**src/rtl/card_pkg.sv**
```systemverilog
// Shared deck constants, card types and index/value helpers for the card shoe.
// CARD_SHOE_ACE_HIGH_EN selects ace value 11 instead of 1.
package card_pkg;

    localparam int DECK_SIZE = 52;
    localparam int NUM_RANKS = 13;

    typedef logic [3:0] rank_t;
    typedef logic [1:0] suit_t;
    typedef logic [5:0] card_idx_t;

    typedef enum logic {
        IDLE  = 1'b0,
        PROBE = 1'b1
    } shoe_state_t;

    // Suit is idx/13; the deck is small enough that compares beat a divider.
    function automatic suit_t card_suit_f(input card_idx_t idx);
        suit_t s;
        if (idx >= 6'd39) begin
            s = 2'd3;
        end else if (idx >= 6'd26) begin
            s = 2'd2;
        end else if (idx >= 6'd13) begin
            s = 2'd1;
        end else begin
            s = 2'd0;
        end
        return s;
    endfunction

    function automatic rank_t card_rank_f(input card_idx_t idx);
        card_idx_t r;
        r = idx - (6'd13 * {4'd0, card_suit_f(idx)});
        return r[3:0];
    endfunction

    function automatic logic [4:0] card_value_f(input rank_t rank);
        logic [4:0] v;
        if (rank == 4'd0) begin
`ifdef CARD_SHOE_ACE_HIGH_EN
            v = 5'd11;
`else
            v = 5'd1;
`endif
        end else if (rank <= 4'd9) begin
            v = {1'b0, rank} + 5'd1;
        end else begin
            v = 5'd10;
        end
        return v;
    endfunction

endpackage

```
**src/rtl/card_lfsr.sv**
```systemverilog
// Free-running 6-bit maximal-length LFSR (x^6+x^5+1); reset loads a nonzero seed.
module card_lfsr (
    input  logic       Clock,
    input  logic       reset,
    input  logic [5:0] seed,
    output logic [5:0] q
);

    logic [5:0] q_q;
    logic [5:0] q_d;

    always_comb begin
        q_d = {q_q[4:0], q_q[5] ^ q_q[4]};
    end

    always_ff @(posedge Clock) begin
        if (reset) begin
            q_q <= seed;
        end else begin
            q_q <= q_d;
        end
    end

    assign q = q_q;

endmodule

```
**src/rtl/card_shoe.sv**
```systemverilog
// 52-card shoe dealing without replacement: LFSR picks a start card, linear probe skips dealt ones.
// Build option CARD_SHOE_ACE_HIGH_EN (in card_pkg) makes aces worth 11.
module card_shoe
    import card_pkg::*;
#(
    parameter logic [5:0] LFSR_SEED = 6'h2A
) (
    input  logic       Clock,
    input  logic       reset,
    input  logic       req,
    input  logic       shuffle,
    output logic       card_valid,
    output logic [4:0] card_value,
    output logic [3:0] card_rank,
    output logic [1:0] card_suit,
    output logic       busy,
    output logic       empty,
    output logic [5:0] cards_left
);

    localparam card_idx_t DECK_N   = 6'(DECK_SIZE);
    localparam card_idx_t LAST_IDX = 6'(DECK_SIZE - 1);

    logic [5:0]  lfsr;
    shoe_state_t state_q, state_d;
    card_idx_t   cand_q, cand_d;
    logic [51:0] dealt_q, dealt_d;
    logic [5:0]  left_q, left_d;
    logic        valid_q, valid_d;
    rank_t       rank_q, rank_d;
    suit_t       suit_q, suit_d;
    logic [4:0]  value_q, value_d;

    card_lfsr u_lfsr (
        .Clock (Clock),
        .reset (reset),
        .seed  (LFSR_SEED),
        .q     (lfsr)
    );

    always_comb begin
        state_d = state_q;
        cand_d  = cand_q;
        dealt_d = dealt_q;
        left_d  = left_q;
        valid_d = 1'b0;
        rank_d  = rank_q;
        suit_d  = suit_q;
        value_d = value_q;

        // Shuffle overrides everything, including a probe in flight.
        if (shuffle) begin
            state_d = IDLE;
            dealt_d = '0;
            left_d  = DECK_N;
        end else begin
            case (state_q)
                IDLE: begin
                    if (req && (left_q != 6'd0)) begin
                        cand_d  = (lfsr >= DECK_N) ? (lfsr - DECK_N) : lfsr;
                        state_d = PROBE;
                    end
                end
                PROBE: begin
                    if (!dealt_q[cand_q]) begin
                        dealt_d[cand_q] = 1'b1;
                        rank_d  = card_rank_f(cand_q);
                        suit_d  = card_suit_f(cand_q);
                        value_d = card_value_f(card_rank_f(cand_q));
                        valid_d = 1'b1;
                        if (left_q != 6'd0) begin
                            left_d = left_q - 6'd1;
                        end
                        state_d = IDLE;
                    end else begin
                        cand_d = (cand_q == LAST_IDX) ? 6'd0 : (cand_q + 6'd1);
                    end
                end
                default: begin
                    state_d = IDLE;
                end
            endcase
        end
    end

    always_ff @(posedge Clock) begin
        if (reset) begin
            state_q <= IDLE;
            dealt_q <= '0;
            left_q  <= DECK_N;
            valid_q <= 1'b0;
            rank_q  <= '0;
            suit_q  <= '0;
            value_q <= '0;
        end else begin
            state_q <= state_d;
            dealt_q <= dealt_d;
            left_q  <= left_d;
            valid_q <= valid_d;
            rank_q  <= rank_d;
            suit_q  <= suit_d;
            value_q <= value_d;
        end
    end

    // The probe pointer is only meaningful in PROBE, which always loads it first.
    always_ff @(posedge Clock) begin
        cand_q <= cand_d;
    end

    assign card_valid = valid_q;
    assign card_value = value_q;
    assign card_rank  = rank_q;
    assign card_suit  = suit_q;
    assign busy       = (state_q == PROBE);
    assign empty      = (left_q == 6'd0);
    assign cards_left = left_q;

endmodule
```
**config.mk**
```make
export PLATFORM = sky130hd
export DESIGN_NAME = card_shoe
export DESIGN_NICKNAME = d
export VERILOG_FILES = /design/src/rtl/card_pkg.sv /design/src/rtl/card_lfsr.sv /design/src/rtl/card_shoe.sv
export SDC_FILE = /design/constraint.sdc
export NUM_CORES = 1
export LEC_CHECK = 0
export BUFFER_PORTS_ARGS = -buffer_cell sky130_fd_sc_hd__clkbuf_2
export CORE_MARGIN = 2
export CORE_UTILIZATION = 29
export CTS_CLUSTER_DIAMETER = 50
export DETAILED_ROUTE_END_ITERATION = 10
export GPL_ROUTABILITY_DRIVEN = 0
export HOLD_SLACK_MARGIN = 0.06
export PLACE_DENSITY = 0.45
export SLEW_MARGIN = 15
export SYNTH_ARGS = -nofsm -noshare
export SYNTH_HDL_FRONTEND = slang
export SYNTH_SLANG_ARGS = --single-unit
```
**constraint.sdc**
```tcl
create_clock -name Clock -period 4.5 [get_ports Clock]
set_clock_uncertainty 0.2 [all_clocks]
set_input_delay 0.675 -clock Clock [delete_from_list [all_inputs] [get_ports Clock]]
set_output_delay 0.675 -clock Clock [all_outputs]
set_load 0.05 [all_outputs]
```
# [Word level (Yosys, flattened, before mapping)]
# Index checks and enable logic that the tools add are counted.
[op_classes] eq_ne=3 bitwise=5 reduce_logical=11 multipliers=1 div_mod_pow=0 order_cmp=7 n_mux=21 add_sub_neg=5 n_shift=0
[op_table] cell="$or A52 B52 Y52" n=1
[op_table] cell="$mux W6" n=4
[op_table] cell="$ge A6 B6 Y1 const B" n=2
[op_table] cell="$pmux W6 S2" n=1
[op_table] cell="$mux W2" n=5
[op_table] cell="$mux W5" n=2
[op_table] cell="$reduce_and A3 Y1" n=3
[op_table] cell="$lt A6 B7 Y1 const B" n=1
[op_table] cell="$add A6 B1 Y6 const B" n=1
[op_table] cell="$bmux W1 S6" n=1
[op_table] cell="$demux W1 S6" n=1
[op_table] cell="$eq A6 B6 Y1 const B" n=1
[op_table] cell="$ge A6 B1 Y1 const B" n=1
[op_table] cell="$ge A6 B4 Y1 const B" n=1
[op_table] cell="$ge A6 B5 Y1 const B" n=1
[op_table] cell="$logic_not A6 Y1" n=1
[op_table] cell="$mux W1" n=6
[op_table] cell="$reduce_bool A6 Y1" n=1
[op_table] cell="$sub A6 B1 Y6 const B" n=1
[op_table] cell="$sub A6 B6 Y6 const B" n=1
[op_table] cell="$add A4 B1 Y5 const B" n=1
[op_table] cell="$le A4 B4 Y1 const B" n=1
[op_table] cell="$logic_not A4 Y1" n=1
[op_table] cell="$mul A4 B2 Y4 const A" n=1
[op_table] cell="10 further kinds" n=13
[word_totals] in_bits=4 latchBits=0 mem_bits_ro=0 ff_bits=83 elab_cells=62 ram_bits=0 out_inout_bits=20 mem_count=0

# [Depth between registers and ports, before layout]
[logic_depth] ltp_word=12 mapped_depth=19 mapped_depth_nobuf=16

# [Cells and area by module]
# From an unflattened synthesis, not the netlist that was laid out.
[unflattened] cells_unflattened=479 area_unflattened_um2=4310.4
[by_module_without_submodules] mod="card_shoe" n_inst=1 cells_per_inst=464 seq_area_each_um2=1601.5 area_each_um2=4086.4
[by_module_without_submodules] mod="card_lfsr" n_inst=1 cells_per_inst=15 seq_area_each_um2=120.1 area_each_um2=224.0

# [Worst setup path before layout]
# Ideal clock, no wire load.
[synth_path] path_kind="reg-to-reg" from="register cand_q[1]" to="register value_q[0], in the netlist card_value[0]" n_path_buf=2 setup_time_ps=121 stages_incl_launch_ff=19 period_less_slack_ps=4208 t_required_ps=4179 arrival_ps=3887 setup_slack_ps=292 cell_sequence="edfxtp_1 > buf_2 > buf_1 > inv_1 > ha_1 > nand2b_1 > a311oi_1 > nand2b_1 > nand2_1 > ha_1 > inv_1 > ha_1 > xnor2_1 > inv_1 > ha_1 > o21ai_0 > a21boi_0 > nor3_1 > mux2_2"
[synth_between] elab_chain_len=12 word_cells_on_any_way=20 classes_between="add/sub: 2; mul: 1; order compare: 4; mux: 10; bitwise: 1; reduce/logical: 2"
[synth_rtl] element="start, declared" line="card_shoe.sv:26" text="card_idx_t cand_q, cand_d;"
[synth_rtl] element="start signal, assigned" line="card_shoe.sv:108" text="cand_q <= cand_d;"
[synth_rtl] element="$ge A6 B4 Y1" line="card_pkg.sv:24" text="end else if (idx >= 6'd13) begin"
[synth_rtl] element="$mux W1" line="card_pkg.sv:24"
[synth_rtl] element="$mux W2" line="card_pkg.sv:22" text="end else if (idx >= 6'd26) begin"
[synth_rtl] element="$mux W2" line="card_pkg.sv:20" text="if (idx >= 6'd39) begin"
[synth_rtl] element="$mux W2" line="card_shoe.sv:65" text="if (!dealt_q[cand_q]) begin"
[synth_rtl] element="$mux W2" line="card_shoe.sv:57" text="case (state_q)"
[synth_rtl] element="$mux W2" line="card_shoe.sv:52" text="if (shuffle) begin"
[synth_rtl] element="$mul A4 B2 Y4" line="card_pkg.sv:34" text="r = idx - (6'd13 * {4'd0, card_suit_f(idx)});"
[synth_rtl] element="$sub A4 B4 Y4" line="card_pkg.sv:34"
[synth_rtl] element="$add A4 B1 Y5 or $le A4 B4 Y1 (tied branches)" line="card_pkg.sv:47, card_pkg.sv:46"
[synth_rtl] element="$mux W5" line="card_pkg.sv:46" text="end else if (rank <= 4'd9) begin"
[synth_rtl] element="$mux W5" line="card_pkg.sv:40" text="if (rank == 4'd0) begin"
[synth_rtl] element="end signal, assigned" line="card_shoe.sv:102" text="value_q <= value_d;"
[synth_rtl] element="end, declared" line="card_shoe.sv:32" text="logic [4:0] value_q, value_d;"
# Several ways; a longest one is shown, not always the timed one. The select of a mux whose other input is x is not followed.
# A chain may end at the register's enable or synchronous reset.

# [Worst setup path in the final report]
[layout_path] from="register cand_q[0]" to="register value_q[0], in the netlist card_value[0]"
# Same word-level chain as after synthesis.

==> results.cfg <==
[drt]
drtIter0Drc = 204
vias = 3347
vias_per_cell = 5.24
wire_per_inst_um = 16.7
dr.pass1.iters = 4
wl_mm = 10.6
post-route-drc-count = 0
final_antenna_net_count = 0

[setup_path]
cp_common_cell = ha_1
critical_path.slowest_cell = edfxtp_1
startpoint_type = flop
worstPathCellList = ha_1, nand2b_1, a311oi_1, nand2b_1, nand2_1, ha_1, inv_1, ha_1, o21a_1, or3_1, a211o_1, a21boi_0, nor3_1, mux2_2
arrival_ps = 3930
cp-end-kind = flop
critPathMaxFanout = 8
r2r_slack_ps = 600
cp.required_ps = 4530
criticalPathCategory = reg -> reg
max_stage_delay_ps = 440

[yosys]
synthCells = 442
synth.area.top_cells = dfxtp_1 (37%), a41oi_1 (6.4%), nor2_1 (6.3%), mux4_2 (5.5%), ha_1 (4.8%)
syn_area_mm2 = 0.00413
synth_largest_area_cell = dfxtp_1
synth.distinct_cells = 54
avgSynthCellArea_um2 = 9.34
synthMostInstantiatedCell = dfxtp_1
synth.yosys.seq_area_share_pct = 41.7
ys_warn_count = 0
async_flop_share_pct = 0
synth_seq_cells = 83
synth_edf_count = 6
syn_nets = 463
synth_common_cells = dfxtp_1 (77), nor2_1 (69), a41oi_1 (30)
synth_top_area_share_pct = 37.3
synth_flop_cell = dfxtp_1

[die]
core_mm2 = 0.0139
die_area_mm2 = 0.0152
die_w_um = 123
die_y_um = 123
ioPinCount = 24
rows = 43
start_util_pct = 29.7

[global_route]
grt_pass1_wl_mm = 17.7
track_usage_pct = 15.1
antenna_found_initial = 0
grt.overflow.total = 0
grt_pass1_vias = 3367
grt_max_degree = 53

[cells_and_area]
n_fill_cell = 1441
finalNonFillerCells = 639
nNetsFinal = 476
layout-drive-gt1-share_pct = 16.3
syn_to_final_growth_pct = 14.0
diodes = 0
fin_util_pct = 33.9

[sta]
min_period_ps = 3900
max_clock_freq_mhz = 256
fin_tns_setup_ps = 0
rsz0062_at_grt = false
hold_viol_final = 0
setup_viol = 0
worst_slew_pin_slew_ps = 1080
slew_headroom_pct = 28.0
worst_hold_slack_ps = 264
fin_crit_sh_pct = 86.7
drv_slew = 0

[clock_network]
cts-root-buf = clkbuf_16
clkSlewWorstSetupHoldPaths_ps = 60
post_cts_buffers = 0
clock_path_buffers = 2
cts_tree = yes
h-tree-depth = 3
cts_buffers = 9
insertion_delay_ps = 350
holdBufCountCts = 0
cts_resized = 0
cts_sinks = 83

[outcome]
status = complete, no violations

[pwr]
clock_power_share_pct = 41.0
p_leak_nw = 1.72
p_sw_mw = 0.489
seqPwrFrac_pct = 43.9
irDropWorstVdd_mv = 0.180
power.density_mw_per_mm2 = 376
p_int_mw = 1.28
netSwitchingFraction_pct = 27.6
combPwrFrac_pct = 15.1

[placed_design]
numPortBuffers = 23
hpwl_mm = 7.23
dp_cells = 624

[min_path]
hold_class = reg -> reg

[job]
maxCapViolCount = 0
## routing by layer
layer	track usage (%)	vias up	wire (µm)
met5	0	-	0
met2	24.2	59	5020
met3	4.70	6	491
met1	19.7	1624	5030
met4	4.05	0	108
li1	-	1658	-
## worst paths after layout
check	from	to	cells past startpoint
setup / recovery	cand_q[0]	card_value[0]	14
setup reg to reg	cand_q[0]	card_value[0]	14
hold reg to reg	dealt_q[32]	dealt_q[32]	1
hold / removal	dealt_q[32]	dealt_q[32]	1
## registers in the layout, indices dropped and copies added, names as in the netlist
signal	count
busy	1
cand_q	6
card_rank	4
card_suit	2
card_valid	1
card_value	5
cards_left	6
dealt_q	52
u_lfsr.q	6
## critical path: cells and delay by family (launching register included)
kind,cells,cell delay (ps)
AOI/OAI and AO/OA,4,1280
muxes,1,270
buffers and inverters,1,50
and+or+nand+nor,5,860
adders and majority gates,3,690
DFF,1,440
## power groups by stage
stage / Combinational, mW / Sequential, mW / Clock (mW)
floorplan: 0.187 / 0.801 / 0
global placement: 0.264 / 0.792 / 0
detailed placement: 0.269 / 0.792 / 0
CTS: 0.270 / 0.775 / 0.752
global route: 0.298 / 0.777 / 0.785
finish: 0.268 / 0.775 / 0.725
## cells by family (layout without fill, tap and decap cells)
kind of cell             after synthesis  after routing  synth area share [%]
buffers and inverters                 55             72                  5.67
AND/OR/NAND/NOR                      145            145                  17.0
adder cells (fa/ha/maj)               17             17                  5.33
flip-flops                            83             83                  41.7
multiplexers                          22             22                  8.55
XOR/XNOR                              10             10                  2.12
AO/OA/AOI/OAI                        110            110                  19.6
## cells in the final DEF, fill, tap and decap left out, types with 10 or more instances in the layout
master / netlist / final
dfxtp_1: 77 / 77
nor2_1: 69 / 68
a41oi_1: 30 / 30
a31oi_1: 27 / 27
clkbuf_2: 0 / 23
inv_1: 18 / 18
ha_1: 16 / 16
nand2_1: 14 / 14
nor3_1: 15 / 14
buf_4: 0 / 14
mux4_2: 10 / 10
## through the flow
step                total power [mW]  setup WS, ps  area [µm²]
floorplan                      0.989           292        4130
global placement                1.06           717        4420
detailed placement              1.06           592        4420
CTS                             1.80           577        4710
global route                    1.86           332        4710
finish                          1.77           598        4710
## final cells by class
cell class	instances	area (µm²)	share of cell area, %
clock buffer	10	229	4.86
sequential	83	1720	36.6
inverter	20	75.1	1.59
clock inverter	5	56.3	1.20
timing repair buffer	37	220	4.68
multi-input combinational	304	2180	46.3
tap	180	225	4.78
Note: power is estimated with default switching activity, not from simulation.
